File: config.mk
export PLATFORM = sky130hd
export DESIGN_NAME = stage_ex_multicycle
export DESIGN_NICKNAME = d
export VERILOG_FILES = /design/src/rtl/stage_ex_multicycle.sv
export SDC_FILE = /design/constraint.sdc
export NUM_CORES = 2
export LEC_CHECK = 0
export ABC_CLOCK_PERIOD_IN_PS = 28300
export CORE_MARGIN = 3
export CORE_UTILIZATION = 30
export DETAILED_ROUTE_END_ITERATION = 10
export PLACE_DENSITY = 0.55
export SLEW_MARGIN = 20
export SYNTH_ARGS = -nofsm -noshare
export SYNTH_HDL_FRONTEND = slang
export SYNTH_SLANG_ARGS = --single-unit
File: constraint.sdc
create_clock -name clock -period 28.3 [get_ports clock]
set_input_delay 5.66 -clock clock [delete_from_list [all_inputs] [get_ports clock]]
set_output_delay 5.66 -clock clock [all_outputs]
set_load 0.01 [all_outputs]
File: src/rtl/stage_ex_multicycle.sv
// Execute stage: ALU, shifts, compares, HI/LO ownership and multiply.
// Define STAGE_EX_DIVIDER_EN to build the iterative DIVU unit (stall-based).
module stage_ex_multicycle #(
   parameter int DATA_WIDTH = 32,
   parameter int ADDR_WIDTH = 5
) (
   input  logic                  clock,
   input  logic                  reset,
   input  logic                  valid_in,
   input  logic [2:0]            category,
   input  logic [7:0]            operator,
   input  logic [DATA_WIDTH-1:0] operand_a,
   input  logic [DATA_WIDTH-1:0] operand_b,
   input  logic [ADDR_WIDTH-1:0] result_address,
   input  logic                  destination_write_enable,
   output logic                  valid_out,
   output logic [DATA_WIDTH-1:0] result,
   output logic [ADDR_WIDTH-1:0] result_address_out,
   output logic                  write_enable_out,
   output logic                  stall,
   output logic [DATA_WIDTH-1:0] hi,
   output logic [DATA_WIDTH-1:0] lo
);

   localparam int SHW = $clog2(DATA_WIDTH);

   localparam logic [7:0] OP_SLL   = 8'h00;
   localparam logic [7:0] OP_SRL   = 8'h02;
   localparam logic [7:0] OP_SRA   = 8'h03;
   localparam logic [7:0] OP_MFHI  = 8'h10;
   localparam logic [7:0] OP_MTHI  = 8'h11;
   localparam logic [7:0] OP_MFLO  = 8'h12;
   localparam logic [7:0] OP_MTLO  = 8'h13;
   localparam logic [7:0] OP_MULTU = 8'h19;
   localparam logic [7:0] OP_DIVU  = 8'h1B;
   localparam logic [7:0] OP_ADDU  = 8'h21;
   localparam logic [7:0] OP_SUBU  = 8'h23;
   localparam logic [7:0] OP_AND   = 8'h24;
   localparam logic [7:0] OP_OR    = 8'h25;
   localparam logic [7:0] OP_XOR   = 8'h26;
   localparam logic [7:0] OP_NOR   = 8'h27;
   localparam logic [7:0] OP_SLT   = 8'h2A;
   localparam logic [7:0] OP_SLTU  = 8'h2B;

   logic                    valid_q;
   logic [DATA_WIDTH-1:0]   result_q;
   logic [ADDR_WIDTH-1:0]   addr_q;
   logic                    we_q;
   logic [DATA_WIDTH-1:0]   hi_q;
   logic [DATA_WIDTH-1:0]   lo_q;

   logic [DATA_WIDTH-1:0]   alu_res;
   logic                    wr_ok;
   logic                    hi_we;
   logic                    lo_we;
   logic [DATA_WIDTH-1:0]   hi_wd;
   logic [DATA_WIDTH-1:0]   lo_wd;
   logic                    div_start;
   logic [2*DATA_WIDTH-1:0] product;
   logic [SHW-1:0]          sa;

   logic                    stall_int;
   logic                    div_done;
   logic [DATA_WIDTH-1:0]   div_rem;
   logic [DATA_WIDTH-1:0]   div_quo;
   logic                    accept;

   assign sa      = operand_a[SHW-1:0];
   assign product = {{DATA_WIDTH{1'b0}}, operand_a} * {{DATA_WIDTH{1'b0}}, operand_b};
   assign accept  = valid_in & ~stall_int;

   always_comb begin
      alu_res   = '0;
      wr_ok     = 1'b1;
      hi_we     = 1'b0;
      lo_we     = 1'b0;
      hi_wd     = operand_a;
      lo_wd     = operand_a;
      div_start = 1'b0;
      if (category == 3'b000) begin
         wr_ok = 1'b0;
      end else begin
         case (operator)
            OP_OR:   alu_res = operand_a | operand_b;
            OP_AND:  alu_res = operand_a & operand_b;
            OP_XOR:  alu_res = operand_a ^ operand_b;
            OP_NOR:  alu_res = ~(operand_a | operand_b);
            OP_ADDU: alu_res = operand_a + operand_b;
            OP_SUBU: alu_res = operand_a - operand_b;
            OP_SLT:  alu_res = {{(DATA_WIDTH-1){1'b0}}, ($signed(operand_a) < $signed(operand_b))};
            OP_SLTU: alu_res = {{(DATA_WIDTH-1){1'b0}}, (operand_a < operand_b)};
            OP_SLL:  alu_res = operand_b << sa;
            OP_SRL:  alu_res = operand_b >> sa;
            OP_SRA:  alu_res = $unsigned($signed(operand_b) >>> sa);
            OP_MFHI: alu_res = hi_q;
            OP_MFLO: alu_res = lo_q;
            OP_MTHI: begin
               wr_ok = 1'b0;
               hi_we = 1'b1;
            end
            OP_MTLO: begin
               wr_ok = 1'b0;
               lo_we = 1'b1;
            end
            OP_MULTU: begin
               wr_ok = 1'b0;
               hi_we = 1'b1;
               lo_we = 1'b1;
               hi_wd = product[2*DATA_WIDTH-1:DATA_WIDTH];
               lo_wd = product[DATA_WIDTH-1:0];
            end
`ifdef STAGE_EX_DIVIDER_EN
            OP_DIVU: begin
               wr_ok = 1'b0;
               // Divide by zero completes immediately: HI keeps the dividend, LO saturates.
               if (operand_b == '0) begin
                  hi_we = 1'b1;
                  lo_we = 1'b1;
                  hi_wd = operand_a;
                  lo_wd = '1;
               end else begin
                  div_start = 1'b1;
               end
            end
`endif
            default: wr_ok = 1'b0;
         endcase
      end
   end

`ifdef STAGE_EX_DIVIDER_EN
   typedef enum logic [1:0] {S_IDLE, S_DIVIDE, S_DONE} state_t;
   localparam logic [SHW-1:0] CNT_INIT = SHW'(DATA_WIDTH - 1);

   state_t                state_q, state_d;
   logic [DATA_WIDTH-1:0] rem_q, rem_d;
   logic [DATA_WIDTH-1:0] quo_q, quo_d;
   logic [DATA_WIDTH-1:0] dvs_q, dvs_d;
   logic [SHW-1:0]        cnt_q, cnt_d;
   logic [DATA_WIDTH:0]   trial;

   always_comb begin
      state_d = state_q;
      rem_d   = rem_q;
      quo_d   = quo_q;
      dvs_d   = dvs_q;
      cnt_d   = cnt_q;
      trial   = {rem_q, quo_q[DATA_WIDTH-1]};
      case (state_q)
         S_IDLE: begin
            if (accept && div_start) begin
               state_d = S_DIVIDE;
               rem_d   = '0;
               quo_d   = operand_a;
               dvs_d   = operand_b;
               cnt_d   = CNT_INIT;
            end
         end
         S_DIVIDE: begin
            // quo_q shifts the dividend out at the top and the quotient in at the bottom.
            if (trial >= {1'b0, dvs_q}) begin
               rem_d = trial[DATA_WIDTH-1:0] - dvs_q;
               quo_d = {quo_q[DATA_WIDTH-2:0], 1'b1};
            end else begin
               rem_d = trial[DATA_WIDTH-1:0];
               quo_d = {quo_q[DATA_WIDTH-2:0], 1'b0};
            end
            cnt_d = cnt_q - 1'b1;
            if (cnt_q == '0) state_d = S_DONE;
         end
         S_DONE:  state_d = S_IDLE;
         default: state_d = S_IDLE;
      endcase
   end

   always_ff @(posedge clock) begin
      if (reset) state_q <= S_IDLE;
      else       state_q <= state_d;
      rem_q <= rem_d;
      quo_q <= quo_d;
      dvs_q <= dvs_d;
      cnt_q <= cnt_d;
   end

   assign stall_int = (state_q != S_IDLE);
   assign div_done  = (state_q == S_DONE);
   assign div_rem   = rem_q;
   assign div_quo   = quo_q;
`else
   assign stall_int = 1'b0;
   assign div_done  = 1'b0;
   assign div_rem   = '0;
   assign div_quo   = '0;
`endif

   always_ff @(posedge clock) begin
      if (reset) begin
         valid_q  <= 1'b0;
         result_q <= '0;
         addr_q   <= '0;
         we_q     <= 1'b0;
         hi_q     <= '0;
         lo_q     <= '0;
      end else if (div_done) begin
         valid_q  <= 1'b1;
         result_q <= '0;
         we_q     <= 1'b0;
         hi_q     <= div_rem;
         lo_q     <= div_quo;
      end else if (stall_int) begin
         valid_q <= 1'b0;
      end else begin
         // A started divide retires later from the DONE state, not now.
         valid_q <= valid_in & ~div_start;
         if (valid_in) begin
            result_q <= alu_res;
            addr_q   <= result_address;
            we_q     <= wr_ok & destination_write_enable;
            if (hi_we) hi_q <= hi_wd;
            if (lo_we) lo_q <= lo_wd;
         end else begin
            we_q <= 1'b0;
         end
      end
   end

   assign valid_out          = valid_q;
   assign result             = result_q;
   assign result_address_out = addr_q;
   assign write_enable_out   = we_q;
   assign stall              = stall_int;
   assign hi                 = hi_q;
   assign lo                 = lo_q;

endmodule

==> results.txt <==
- Summing all non-filler instances in the final layout gives an area of 0.0495 mm².
- The path with the worst hold slack has its endpoint at result[14].
* Worst Skew: 0.0106 ns
- For this run, the detailed router's first-pass iteration total came to 6.
- Yosys mapped a number of flops with a built-in enable equal to 0.
* Startpoint of the worst hold path: result[14]
- Most frequent cells in the layout: 980 x sky130_fd_sc_hd__inv_1, 897 x sky130_fd_sc_hd__fa_1, 820 x sky130_fd_sc_hd__nor2_1
* M2 GR Usage: 40.5%
- Minimum clock period after layout: 15.23 ns
- Met1 track demand over resource: 36.4%
* Vias in the first global route: ~43000
- Final hold analysis gives a worst-case slack of around 0.46 ns.
* Quantity of hold-fixing buffers added after cts: 0
* Number of instances in the synthesized netlist: roughly 5600
* Worst slew pin tran: 1.30 ns
- After detailed placement, the total cell area comes to 0.0491 mm².
- Among all stages on the critical path, the largest delay is contributed by sky130_fd_sc_hd__clkinv_1.
* RePlAce Congestion: 1.02
- TritonCTS Sinks: roughly 100
- Area growth syn-to-layout: 9.14%
- Sequential fraction of the synthesis area: 4.55%
- Vias: 42000
- TritonCTS Buffers: 9
- Detailed placement ended at an HPWL of 161000 µm.
- Top Ports: ~190
- Crit path max fanout: 21
* Data required time at the worst endpoint: about 29 ns
- Buffers added to address setup during post-CTS repair amount to 0.
- In the final routed layout, each cell accounts on average for ~28 µm.
- Overall die width: 395 µm
- Type of the tightest min-delay check: register to register
- Clock tree from TritonCTS: built
* Antenna violation net count after detailed routing: 0
- PortBufs: 186
* Yosys warning count: 0
- Largest incremental delay on the critical path: 1.10 ns
- Maximum capacitance violations: 0
- For flop-to-flop paths, the worst setup slack is between 20 and 30 ns.
* Fraction of final layout cells with drive strength greater than 1: a little under 5%
- The clock reaches the later pin of the worst-skew pair after 0.40 ns.
- Worst-case headroom to the max-slew limit: 12.9%
- FFs w/ async S/R, synth: 0%
- The synthesized design contains about 100 register bits.
- The worst register-to-register path ends at result[29].
- In the final timing run, aggregate negative setup slack is 0 ns.
- CTS clock-pin slew for the worst setup and hold paths: 0.09 ns
- Met3 capacity usage during global routing: ~5%
* Main flop type after synthesis: sky130_fd_sc_hd__dfxtp_1
* Residual overflow from global routing: 0
- The final hold violation count is 0.
- Wire length of the first global-routing pass: ~300000 µm
* Post-Synthesis Net Count: 6892
- Arr. time, crit path: roughly 15 ns
- Net count reported at finish: slightly below 7000
* Clock tree buffer depth: 2
- DIE AREA: 0.156 mm²
* CTS H-tree lvls: 3
- The routed design has 209000 µm of wire.
* Starting Density: 30.4%
- Crit path buffers/inverters: 11
* Max-slew violation count: 0
* Mean area per synthesized cell: 8.17 µm²
- Worst Setup End Kind: register
- Sort of element at the start of the critical path: primary input
- The total area inside the core boundary comes to 0.149 mm².
- The critical path is of the primary input to register type.
* Worst hold path cell count: 2
- The number of antenna violations at the first check in global routing came to 7.
- Row generation in the floorplan step produced 141 rows.
* Leading cell type in the layout, fill and taps excluded: sky130_fd_sc_hd__inv_1
- The synthesized netlist contains 100 unique library cells.
* Timing startpoint of the critical path: operand_b[11]
* Most used routing layer in global routing: met2
* Unrepaired setup endpoints after global routing: false
- R2R depth: 6
- Pin count of the biggest net entering global routing: between 60 and 70
- DRC violation total after the first TritonRoute iteration: 4547
* Root buffer selected by CTS: sky130_fd_sc_hd__clkbuf_16
- Part of the cycle the worst path needs: 53.8%
* Post-detailed-route DRC marker count: 0
- Global routing consumed, over all layers together, about a quarter of the routing resources.
- Setup violations remaining at the end of the flow were counted as 0.
- Highest achievable clock rate: 65.7 MHz
- Worst R2R Start: lo[29]
* Vertical die dimension: just under 400 µm
- Cell area after technology mapping: 0.0453 mm²
- Using the TritonRoute via totals, the vias-per-cell ratio works out to 5.59.
- Post-cts gate resize count: 0
* Delay-heaviest family, CP: adder cells
- The run finished with clean final reports.
[final cells by class]
cell class / count / area [µm²]
inverter: 1012 / 3800
tap: 2002 / 2500
clock inverter: 6 / 75.1
clock buffer: 10 / 229
multi-input combinational: 4056 / 38000
fill: 15900 / 99400
sequential: 103 / 2060
antenna: 12 / 30.0
timing repair buffer: 314 / 2780
[per-layer routing]
metal	part of all wire [%]	wire length, µm	up-vias
met5	0	0	-
met4	5.4	11300	0
met3	9.5	19800	463
met2	44	91100	2305
met1	42	86900	21800
li1	-	-	17400
[synth_stat cells (7+ instances only)]
| cell | number | area (µm²) |
|---|---|---|
| sky130_fd_sc_hd__a221o_1 | 7 | 70.1 |
| sky130_fd_sc_hd__and2_1 | 19 | 119 |
| sky130_fd_sc_hd__a31oi_1 | 40 | 250 |
| sky130_fd_sc_hd__o22ai_1 | 10 | 62.6 |
| sky130_fd_sc_hd__clkbuf_1 | 264 | 991 |
| sky130_fd_sc_hd__o21ai_1 | 36 | 180 |
| sky130_fd_sc_hd__nand2_1 | 669 | 2510 |
| sky130_fd_sc_hd__inv_1 | 987 | 3700 |
| sky130_fd_sc_hd__buf_1 | 74 | 278 |
| sky130_fd_sc_hd__and4_1 | 8 | 70.1 |
| sky130_fd_sc_hd__a41oi_1 | 8 | 70.1 |
| sky130_fd_sc_hd__a311oi_1 | 26 | 228 |
| sky130_fd_sc_hd__a211o_1 | 7 | 61.3 |
| sky130_fd_sc_hd__a21o_1 | 56 | 420 |
| sky130_fd_sc_hd__a211oi_1 | 39 | 293 |
| sky130_fd_sc_hd__mux2i_1 | 59 | 591 |
| sky130_fd_sc_hd__dfxtp_1 | 103 | 2060 |
| sky130_fd_sc_hd__nor2b_1 | 11 | 68.8 |
| sky130_fd_sc_hd__a221oi_1 | 38 | 333 |
| sky130_fd_sc_hd__o221ai_1 | 11 | 96.3 |
| sky130_fd_sc_hd__or3_1 | 11 | 68.8 |
| sky130_fd_sc_hd__xnor2_1 | 58 | 508 |
| sky130_fd_sc_hd__nor4_1 | 14 | 87.6 |
| sky130_fd_sc_hd__clkinv_1 | 22 | 82.6 |
| sky130_fd_sc_hd__ha_1 | 361 | 4520 |
| sky130_fd_sc_hd__a22o_1 | 7 | 61.3 |
| sky130_fd_sc_hd__nand3_1 | 40 | 200 |
| sky130_fd_sc_hd__o21a_1 | 13 | 97.6 |
| sky130_fd_sc_hd__o21ai_0 | 167 | 836 |
| sky130_fd_sc_hd__fa_1 | 897 | 18000 |
| sky130_fd_sc_hd__nand2b_1 | 11 | 68.8 |
| sky130_fd_sc_hd__o31ai_1 | 19 | 143 |
| sky130_fd_sc_hd__a21oi_1 | 228 | 1140 |
| sky130_fd_sc_hd__mux4_2 | 62 | 1400 |
| sky130_fd_sc_hd__buf_4 | 7 | 52.6 |
| sky130_fd_sc_hd__nor2_1 | 821 | 3080 |
| sky130_fd_sc_hd__buf_2 | 33 | 165 |
| sky130_fd_sc_hd__xor2_1 | 18 | 158 |
| sky130_fd_sc_hd__a22oi_1 | 13 | 97.6 |
| sky130_fd_sc_hd__o21bai_1 | 23 | 173 |
| sky130_fd_sc_hd__nor3_1 | 50 | 250 |
| sky130_fd_sc_hd__nand4_1 | 31 | 194 |
| sky130_fd_sc_hd__and3_1 | 13 | 81.3 |
| sky130_fd_sc_hd__o211ai_1 | 40 | 300 |
[worst max-delay path by stage]
stage | depth (start not counted) | slack (ns) | to
after floorplan | 30 | 14.80 | hi[27]
after global placement | 28 | 12.84 | hi[21]
after detailed placement | 30 | 13.12 | hi[21]
after CTS | 30 | 13.49 | hi[21]
after global routing | 30 | 12.85 | hi[21]
final | 30 | 13.07 | hi[21]
[logic make-up after synthesis]
| kind of cell | after synthesis | share of synthesized area, % |
|---|---|---|
| AOI/OAI and AO/OA | 864 | 12.5 |
| xor gates and xnor gates | 76 | 1.47 |
| adders and majority gates | 1258 | 49.6 |
| buffers and inverters | 1391 | 11.7 |
| DFF | 103 | 4.55 |
| muxes | 127 | 4.53 |
| other | 1 | 0.00827 |
| and+or+nand+nor | 1730 | 15.7 |
[sequential cells by signal, summed over array words and instances, names as in the netlist]
signal and flops:
hi 32, lo 32, result 32, result_address_out 5, valid_out 1, write_enable_out 1
[metrics by stage]
stage | util [%] | setup slack, ns | std cells
2_1_floorplan | - | 14.80 | 5550
3_3_place_gp | 33.0 | 12.84 | 7487
3_5_place_dp | 33.0 | 13.12 | 7487
4_1_cts | 33.2 | 13.49 | 7503
5_1_grt | 33.2 | 12.85 | 7503
6_report | 33.2 | 13.07 | 7515
[worst reg2reg max path, delay by kind of cell (launching register included)]
kind / cells / cell delay, ns
AO/OA/AOI/OAI: 6 / 1.73
flip-flops: 1 / 0.41
Power is left out: the tool's default activity adds up to more than one toggle a clock period on the data nets, which glitch-free logic cannot reach.
